<file path="config.mk">
export PLATFORM = sky130hd
export DESIGN_NAME = daa_dct_writer
export DESIGN_NICKNAME = d
export VERILOG_FILES = /design/src/rtl/daa_dct_writer.sv
export SDC_FILE = /design/constraint.sdc
export NUM_CORES = 1
export LEC_CHECK = 0
export ABC_AREA = 1
export CORE_ASPECT_RATIO = 1.1
export CORE_MARGIN = 8
export CORE_UTILIZATION = 50
export CTS_CLUSTER_SIZE = 16
export DETAILED_ROUTE_END_ITERATION = 10
export PLACE_DENSITY = 0.95
export SLEW_MARGIN = 20
export SYNTH_ARGS = -nofsm -noshare
export SYNTH_HDL_FRONTEND = slang
export SYNTH_SLANG_ARGS = --single-unit
export TNS_END_PERCENT = 10
</file>
<file path="constraint.sdc">
create_clock -name clk_i -period 4.27 [get_ports clk_i]
set_input_delay 0.427 -clock clk_i [delete_from_list [all_inputs] [get_ports clk_i]]
set_output_delay 0.427 -clock clk_i [all_outputs]
set_load 0.01 [all_outputs]
</file>
<file path="src/rtl/daa_dct_writer.sv">
// ENTDAA sequencer: fetches each dynamic address from the DAT, collects PID/BCR/DCR, sends the address, writes the DCT entry.
// Latency: 2 cycles start->done with zero devices; at least 14 cycles per assigned device.
// Backpressure: ID bytes are taken at most one per cycle when valid; da_o is held stable until da_ready_i.
module daa_dct_writer #(
    parameter int DatAw = 7,
    parameter int DctAw = 7
) (
    input  logic              clk_i,
    input  logic              rst_ni,
    input  logic              start_i,
    input  logic [DatAw-1:0]  dat_index_i,
    input  logic [DctAw-1:0]  dct_index_i,
    input  logic [3:0]        dev_count_i,
    output logic              busy_o,
    output logic              done_o,
    output logic [1:0]        status_o,
    output logic [3:0]        assigned_count_o,
    output logic              dat_read_valid_o,
    output logic [DatAw-1:0]  dat_index_o,
    input  logic [63:0]       dat_rdata_i,
    output logic              dct_write_valid_o,
    output logic [DctAw-1:0]  dct_index_o,
    output logic [127:0]      dct_wdata_o,
    input  logic              rx_byte_valid_i,
    output logic              rx_byte_ready_o,
    input  logic [7:0]        rx_byte_i,
    input  logic              rx_nack_i,
    output logic              da_valid_o,
    input  logic              da_ready_i,
    output logic [7:0]        da_o,
    input  logic              da_resp_valid_i,
    input  logic              da_resp_ack_i
);

    typedef enum logic [3:0] {
        S_IDLE,
        S_CHECK,
        S_DAT_RD,
        S_DAT_WAIT,
        S_RX_ID,
        S_SEND_DA,
        S_WAIT_RESP,
        S_DCT_WR,
        S_DONE
    } state_e;

    localparam logic [1:0] ST_OK        = 2'd0;
    localparam logic [1:0] ST_NO_DEV    = 2'd1;
    localparam logic [1:0] ST_ADDR_NACK = 2'd2;

    state_e             r_state;
    logic [DatAw-1:0]   r_dat_idx;
    logic [DctAw-1:0]   r_dct_idx;
    logic [3:0]         r_dev_cnt;
    logic [3:0]         r_assigned;
    logic [2:0]         r_byte_cnt;
    logic [63:0]        r_id;
    logic [6:0]         r_da;
    logic [1:0]         r_status;
    logic               r_busy;
    logic               r_done;
    logic               r_dat_rd;
    logic               r_rx_rdy;
    logic               r_da_vld;
    logic               r_dct_wr;
    logic [127:0]       r_dct_wdata;

    logic [127:0]       w_entry;
    logic               w_unused;

    // r_id holds PID[47:0] in [63:16], BCR in [15:8], DCR in [7:0] once all 8 bytes are in.
    always_comb begin
        w_entry          = '0;
        w_entry[31:0]    = r_id[63:32];
        w_entry[47:32]   = r_id[31:16];
        w_entry[71:64]   = r_id[7:0];
        w_entry[79:72]   = r_id[15:8];
        w_entry[102:96]  = r_da;
    end

    assign w_unused = ^{dat_rdata_i[63:23], dat_rdata_i[15:0]};

    always_ff @(posedge clk_i or negedge rst_ni) begin
        if (!rst_ni) begin
            r_state     <= S_IDLE;
            r_dat_idx   <= '0;
            r_dct_idx   <= '0;
            r_dev_cnt   <= '0;
            r_assigned  <= '0;
            r_byte_cnt  <= '0;
            r_id        <= '0;
            r_da        <= '0;
            r_status    <= ST_OK;
            r_busy      <= 1'b0;
            r_done      <= 1'b0;
            r_dat_rd    <= 1'b0;
            r_rx_rdy    <= 1'b0;
            r_da_vld    <= 1'b0;
            r_dct_wr    <= 1'b0;
            r_dct_wdata <= '0;
        end else begin
            case (r_state)
                S_IDLE: begin
                    if (start_i) begin
                        r_dat_idx  <= dat_index_i;
                        r_dct_idx  <= dct_index_i;
                        r_dev_cnt  <= dev_count_i;
                        r_assigned <= '0;
                        r_status   <= ST_OK;
                        r_busy     <= 1'b1;
                        r_state    <= S_CHECK;
                    end
                end
                S_CHECK: begin
                    if (r_assigned == r_dev_cnt) begin
                        r_status <= ST_OK;
                        r_done   <= 1'b1;
                        r_state  <= S_DONE;
                    end else begin
                        r_dat_rd <= 1'b1;
                        r_state  <= S_DAT_RD;
                    end
                end
                S_DAT_RD: begin
                    r_dat_rd <= 1'b0;
                    r_state  <= S_DAT_WAIT;
                end
                S_DAT_WAIT: begin
                    r_da       <= dat_rdata_i[22:16];
                    r_byte_cnt <= '0;
                    r_rx_rdy   <= 1'b1;
                    r_state    <= S_RX_ID;
                end
                S_RX_ID: begin
                    // A NACK beats a byte offered in the same cycle.
                    if (rx_nack_i) begin
                        r_rx_rdy <= 1'b0;
                        r_status <= ST_NO_DEV;
                        r_done   <= 1'b1;
                        r_state  <= S_DONE;
                    end else if (rx_byte_valid_i) begin
                        r_id       <= {r_id[55:0], rx_byte_i};
                        r_byte_cnt <= r_byte_cnt + 3'd1;
                        if (r_byte_cnt == 3'd7) begin
                            r_rx_rdy <= 1'b0;
                            r_da_vld <= 1'b1;
                            r_state  <= S_SEND_DA;
                        end
                    end
                end
                S_SEND_DA: begin
                    if (da_ready_i) begin
                        r_da_vld <= 1'b0;
                        r_state  <= S_WAIT_RESP;
                    end
                end
                S_WAIT_RESP: begin
                    if (da_resp_valid_i) begin
                        if (da_resp_ack_i) begin
                            r_dct_wdata <= w_entry;
                            r_dct_wr    <= 1'b1;
                            r_state     <= S_DCT_WR;
                        end else begin
                            r_status <= ST_ADDR_NACK;
                            r_done   <= 1'b1;
                            r_state  <= S_DONE;
                        end
                    end
                end
                S_DCT_WR: begin
                    r_dct_wr   <= 1'b0;
                    r_dat_idx  <= r_dat_idx + DatAw'(1);
                    r_dct_idx  <= r_dct_idx + DctAw'(1);
                    r_assigned <= r_assigned + 4'd1;
                    r_state    <= S_CHECK;
                end
                S_DONE: begin
                    r_done  <= 1'b0;
                    r_busy  <= 1'b0;
                    r_state <= S_IDLE;
                end
                default: begin
                    r_done   <= 1'b0;
                    r_busy   <= 1'b0;
                    r_dat_rd <= 1'b0;
                    r_rx_rdy <= 1'b0;
                    r_da_vld <= 1'b0;
                    r_dct_wr <= 1'b0;
                    r_state  <= S_IDLE;
                end
            endcase
        end
    end

    assign busy_o            = r_busy;
    assign done_o            = r_done;
    assign status_o          = r_status;
    assign assigned_count_o  = r_assigned;
    assign dat_read_valid_o  = r_dat_rd;
    assign dat_index_o       = r_dat_idx;
    assign dct_write_valid_o = r_dct_wr;
    assign dct_index_o       = r_dct_idx;
    assign dct_wdata_o       = r_dct_wdata;
    assign rx_byte_ready_o   = r_rx_rdy;
    assign da_valid_o        = r_da_vld;
    // Odd parity: the LSB makes the total number of ones in the byte odd.
    assign da_o              = r_da_vld ? {r_da, ~^r_da} : 8'd0;

endmodule

</file>
After elaboration in Yosys (flattened, before gate mapping)
Cells that the tools add are included.
{"block": "totals", "reg_bits": 179, "in_bits": 98, "out_inout_bits": 162}
{"block": "op_classes", "eq_ne": 23, "bitwise_logic": 7, "mux": 46, "addsub": 4, "reduce_logical": 24}
{"op": "$mux W4", "n": 9}
{"op": "$reduce_or A7 Y1", "n": 5}
{"op": "$pmux W4 S8", "n": 1}
{"op": "$pmux W7 S2", "n": 2}
{"op": "$ne A2 B2 Y1 const B", "n": 11}
{"op": "$eq A4 B3 Y1 const B", "n": 4}
{"op": "$mux W1", "n": 15}
{"op": "$reduce_and A3 Y1", "n": 5}
{"op": "$reduce_and A5 Y1", "n": 3}
{"op": "$add A7 B1 Y7 const B", "n": 2}
{"op": "$mux W7", "n": 2}
{"op": "$mux W2", "n": 5}
{"op": "$eq A4 B2 Y1 const B", "n": 2}
{"op": "$mux W8", "n": 1}
{"op": "$pmux W2 S4", "n": 1}
{"op": "$pmux W4 S2", "n": 1}
{"op": "$reduce_and A2 Y1", "n": 4}
{"op": "$not A1 Y1", "n": 7}
{"op": "$reduce_xnor A7 Y1", "n": 1}
{"op": "$mux W3", "n": 2}
{"op": "$ne A3 B3 Y1 const B", "n": 2}
{"op": "$pmux W1 S2", "n": 3}
{"op": "$pmux W1 S3", "n": 2}
{"op": "$pmux W3 S2", "n": 1}
{"op": "12 further kinds", "n": 13}

Logic depth before layout (Yosys ltp)
{"block": "depth", "ltp_word": 5, "ltp_mapped": 10, "mapped_depth_nobuf": 10}

Worst setup path after synthesis
Ideal clock, no wire load.
{"block": "synth_path", "path_kind": "reg-to-reg", "start": "reg r_state[1]", "end": "reg r_dat_idx[0], in the netlist dat_index_o[0]", "slack_ns": 2.787, "arrival_ns": 1.348, "stages_incl_launch_ff": 10, "t_required_ns": 4.136, "n_path_buf": 1, "cell_sequence": "dfrtp_1 > nor2_4 > nand2_2 > nor2_4 > inv_2 > nand2_2 > inv_2 > buf_6 > nand2_1 > o211ai_1"}
{"block": "synth_between", "elab_chain_len": 3, "elab_cells_between_ends": 6, "cone_classes": "eq/ne: 2; mux: 1; reduce/logical: 3"}
{"element": "start: declaration", "line": "51", "text": "state_e r_state;"}
{"element": "start signal: assignment", "line": "85", "text": "r_state <= S_IDLE;"}
{"element": "start signal: assignment", "line": "111", "text": "r_state <= S_CHECK;"}
{"element": "start signal: assignment", "line": "118", "text": "r_state <= S_DONE;"}
{"element": "$eq A4 B3 Y1 or $logic_not A4 Y1 (tied branches)", "line": "102", "text": "case (r_state)"}
{"element": "$reduce_bool A2 Y1 (no line) or $ne A2 B2 Y1 (tied branches)"}
{"element": "$reduce_and A2 Y1 (no line)"}
{"element": "end signal: assignment", "line": "105", "text": "r_dat_idx <= dat_index_i;"}
{"element": "end signal: assignment", "line": "172", "text": "r_dat_idx <= r_dat_idx + DatAw'(1);"}
{"element": "end: declaration", "line": "52", "text": "logic [DatAw-1:0] r_dat_idx;"}
Several ways; a longest one is shown, not always the timed one.
A chain may end at the register's enable or synchronous reset.

Worst setup path after layout
{"block": "layout_path", "start": "reg r_da[4]", "end": "out da_o[0]"}
{"block": "layout_between", "elab_chain_len": 2}
{"element": "start: declaration", "line": "58", "text": "logic [6:0] r_da;"}
{"element": "start signal: assignment", "line": "129", "text": "r_da <= dat_rdata_i[22:16];"}
{"element": "$reduce_xnor A7 Y1", "line": "207", "text": "assign da_o = r_da_vld ? {r_da, ~^r_da} : 8'd0;"}
{"element": "$mux W8", "line": "207"}
{"element": "end: declaration", "line": "30", "text": "output logic [7:0] da_o,"}
Every way passes these cells.

==> out/results.txt <==
Clock-pin slew reported for the worst setup and hold paths after clock tree synthesis: 60 ps
Nets@finish: 1143
Max_slew headroom: 39.5%
Most common library cells after synthesis: sky130_fd_sc_hd__nand2_1 (240), sky130_fd_sc_hd__dfrtp_1 (179), sky130_fd_sc_hd__o21ai_1 (121)
Max-cap violations: 0
Half-perimeter wire length of the detailed placement result: 13.0 mm
Slowest stage cell on the critical path: sky130_fd_sc_hd__clkdlybuf4s50_1
Antenna violations before repair: 0
Time the worst path needs with I/O delays and setup: 2390 ps
Multiplexer share of the synthesized area: 0%
Dominant register cell in the synthesized netlist: sky130_fd_sc_hd__dfrtp_1
Drt wl/cell: 14.4 µm
Vias per cell: 4.82
CTS Buf Count: 17
Worst Tran Pin Value: 908 ps
Port buffer count: 145
GRT Overall Usage: 18.1%
Result of the run: completed
Bufs and invs on worst path: 1
Pin count of the biggest net entering global routing: 118
Number of cells produced by synthesis: 909
Worst-skew pair later-pin latency: 420 ps
Largest family of logic cells by synthesized area: simple AND/OR/NAND/NOR gates
Fin area: 9900 µm²
Achievable Freq: 418 MHz
Type of the tightest min-delay check: input pin to async pin
Remaining antenna violation count after routing: 0
Ys async rst share: 100%
DRC violation count after routing: 0
Post-synthesis cell area: 8000 µm²
Worst setup EP type: primary output
Cell breakdown of the critical path: xnor2_1 -> xor2_1 -> nor2_1 -> nor2_1 -> clkdlybuf4s50_1
Setup tns final: 0 ps
Post-synthesis share of cell area spent on and, or, nand and nor gates: 17.4%
Diode insertion count for antenna repair: 0
Max-slew violation total from the final report: 0
Quantity of gates resized following cts: 0
Clock tree skew after final layout: 5.91 ps
Cell types with the largest area share after synthesis: sky130_fd_sc_hd__dfrtp_1 (56%), sky130_fd_sc_hd__nand2_1 (11%), sky130_fd_sc_hd__o21ai_1 (7.6%)
Period Utilization, post-route: 56.0%
Max VDD drop: 401 µV
Post-CTS Hold Buffers: 0
Nature of the critical path startpoint: flop
Number of enable-type register cells in the synthesized netlist: 0
Placed cell areas: 9320 µm²
Most common cell on crit path: sky130_fd_sc_hd__nor2_1
Delay-heaviest family, CP: buffers and inverters
Critical Path Max Stage Delay: 540 ps
Category of the most critical setup path: flop to primary output
Cell taking the most area after synthesis: sky130_fd_sc_hd__dfrtp_1
Via count of the first global-routing pass: 6170
Die width: 137 µm
Starting Density: 51.0%
Std-Cell Core Area: 15700 µm²
Clock Sinks: 179
Share of post-route cells with drive strength above 1: 5.61%
Arrival time of data at the critical path endpoint: 1970 ps
Height of the chip: 149 µm
Number of placed I/O pins: 260
Req. time, crit path: 3840 ps
Avg Cell Area, Syn: 8.80 µm²
First-pass detailed-route iteration total: 4
Area growth, synth to finish: 23.8%
Post-Synth Adder-Cell Area: 0.782%
Total die area: 20300 µm²
Area share of the largest cell type after synthesis: 56.0%
Drt total wl: 18.1 mm
Pwr/cell area: 603 nW/µm²
Overall via count from detail_route: 6032
Sequential share of the synthesized area: 56.0%
CTS tree: built
Global-route wire length before repair: 29.7 mm
Starting DRC count in detailed routing: 337
Max clock buf depth: 2
Fraction of the mapped netlist area in compound gates: 11.5%
FP Rows: 48
Setup violation total in the final timing report: 0
Synth Register Bits: 179
Leak pwr: 4.67 nW
Top-count cell post-synth: sky130_fd_sc_hd__nand2_1
Clock root buffer master: sky130_fd_sc_hd__clkbuf_16
RSZ-0062 raised after global routing: false
CTS HTree Levels: 4
Number of warnings printed during yosys synthesis: 0
Synth unique cells: 32
Number of hold violations in the final report: 0
Biggest fanout along the worst timing path: 3
Weighted congestion reported at the end of routability-driven placement: 0.847
Post-CTS setup-driven buffer insertion count: 0
Area share of xor/xnor cells in the synthesized design: 0.986%
Overflow after GRT: 0
## cell type report
type / count / area [µm²]
Fill cell: 1256 / 5780
Sequential cell: 179 / 4480
Multi-Input combinational cell: 583 / 2670
Timing Repair Buffer: 149 / 1510
Clock buffer: 17 / 425
Inverter: 110 / 413
Tap cell: 200 / 250
Clock inverter: 14 / 149
## power breakdown
part	internal (W)	leakage (nW)	switching [W]
sequential	0.00214	2.38	0.000338
combinational	0.000871	2.01	0.00111
clock	0.000823	0.279	0.000691
total	0.00383	4.67	0.00214
## path summary, 6_finish.rpt
| check | startpoint | endpoint | slack, ps | cells past startpoint |
|---|---|---|---|---|
| max in group asynchronous | rst_ni | dct_wdata_o[65] | 3240 | 2 |
| min | rst_ni | dct_wdata_o[0] | 130 | 1 |
| min reg2reg | rx_byte_ready_o | rx_byte_ready_o | 480 | 2 |
| min in group clk_i | rx_byte_ready_o | rx_byte_ready_o | 480 | 2 |
| max | r_da[4] | da_o[0] | 1880 | 5 |
| max reg2reg | r_state[1] | dct_wdata_o[20] | 2000 | 8 |
## kinds of logic after synthesis
logic type	count (synthesis)
flip-flops	179
other	1
AND/OR/NAND/NOR	331
adder cells (fa/ha/maj)	5
XOR/XNOR	9
buffers and inverters	203
AO/OA/AOI/OAI	181
## metal layers
layer	track usage (%)	share of wire (%)
met1	20.9	40
met2	31.4	52
met3	5.30	6.9
met4	5.39	1.4
met5	0	0
## flip-flops by register name (all words and copies together) (netlist names)
| register | flops |
|---|---|
| r_byte_cnt | 3 |
| done_o | 1 |
| dat_read_valid_o | 1 |
| r_id | 64 |
| rx_byte_ready_o | 1 |
| dat_index_o | 7 |
| r_dev_cnt | 4 |
| dct_write_valid_o | 1 |
| status_o | 2 |
| dct_index_o | 7 |
| dct_wdata_o | 71 |
| da_valid_o | 1 |
| r_state | 4 |
| assigned_count_o | 4 |
| busy_o | 1 |
| r_da | 7 |
## cells in the final DEF, fill, tap and decap left out, types with 2 or more instances in the layout
cell type                           n
sky130_fd_sc_hd__nand2_1          239
sky130_fd_sc_hd__dfrtp_1          179
sky130_fd_sc_hd__clkdlybuf4s50_1  144
sky130_fd_sc_hd__o21ai_1          121
sky130_fd_sc_hd__inv_1            103
sky130_fd_sc_hd__conb_1            57
sky130_fd_sc_hd__nor2_1            45
sky130_fd_sc_hd__o21ai_0           35
sky130_fd_sc_hd__nand3_1           26
sky130_fd_sc_hd__a21oi_1           17
sky130_fd_sc_hd__clkbuf_16         17
sky130_fd_sc_hd__inv_2              7
sky130_fd_sc_hd__xor2_1             5
sky130_fd_sc_hd__or2_2              5
sky130_fd_sc_hd__ha_1               5
sky130_fd_sc_hd__xnor2_1            4
sky130_fd_sc_hd__a31oi_1            4
sky130_fd_sc_hd__inv_6              4
sky130_fd_sc_hd__nor2_4             3
sky130_fd_sc_hd__inv_8              3
sky130_fd_sc_hd__nand3_4            2
sky130_fd_sc_hd__nand2_2            2
sky130_fd_sc_hd__o211ai_1           2
sky130_fd_sc_hd__o22ai_1            2
sky130_fd_sc_hd__nor3_1             2
sky130_fd_sc_hd__clkinvlp_4         2
sky130_fd_sc_hd__clkinv_2           2
sky130_fd_sc_hd__buf_4              2
sky130_fd_sc_hd__buf_12             2
## per-stage QoR
step                hold WS [ps]  total power, W  instances  setup slack [ps]  utilization, %
global placement             455         0.00439       1221              1970            59.5
finish                       128         0.00597       1252              1880            63.2
detailed placement           461         0.00449       1221              1930            59.5
global route                 210         0.00638       1252              1780            63.2
floorplan                    131         0.00365        965              2790               -
CTS                          221         0.00603       1252              1840            63.1
Power figures use the tool's default switching activity.
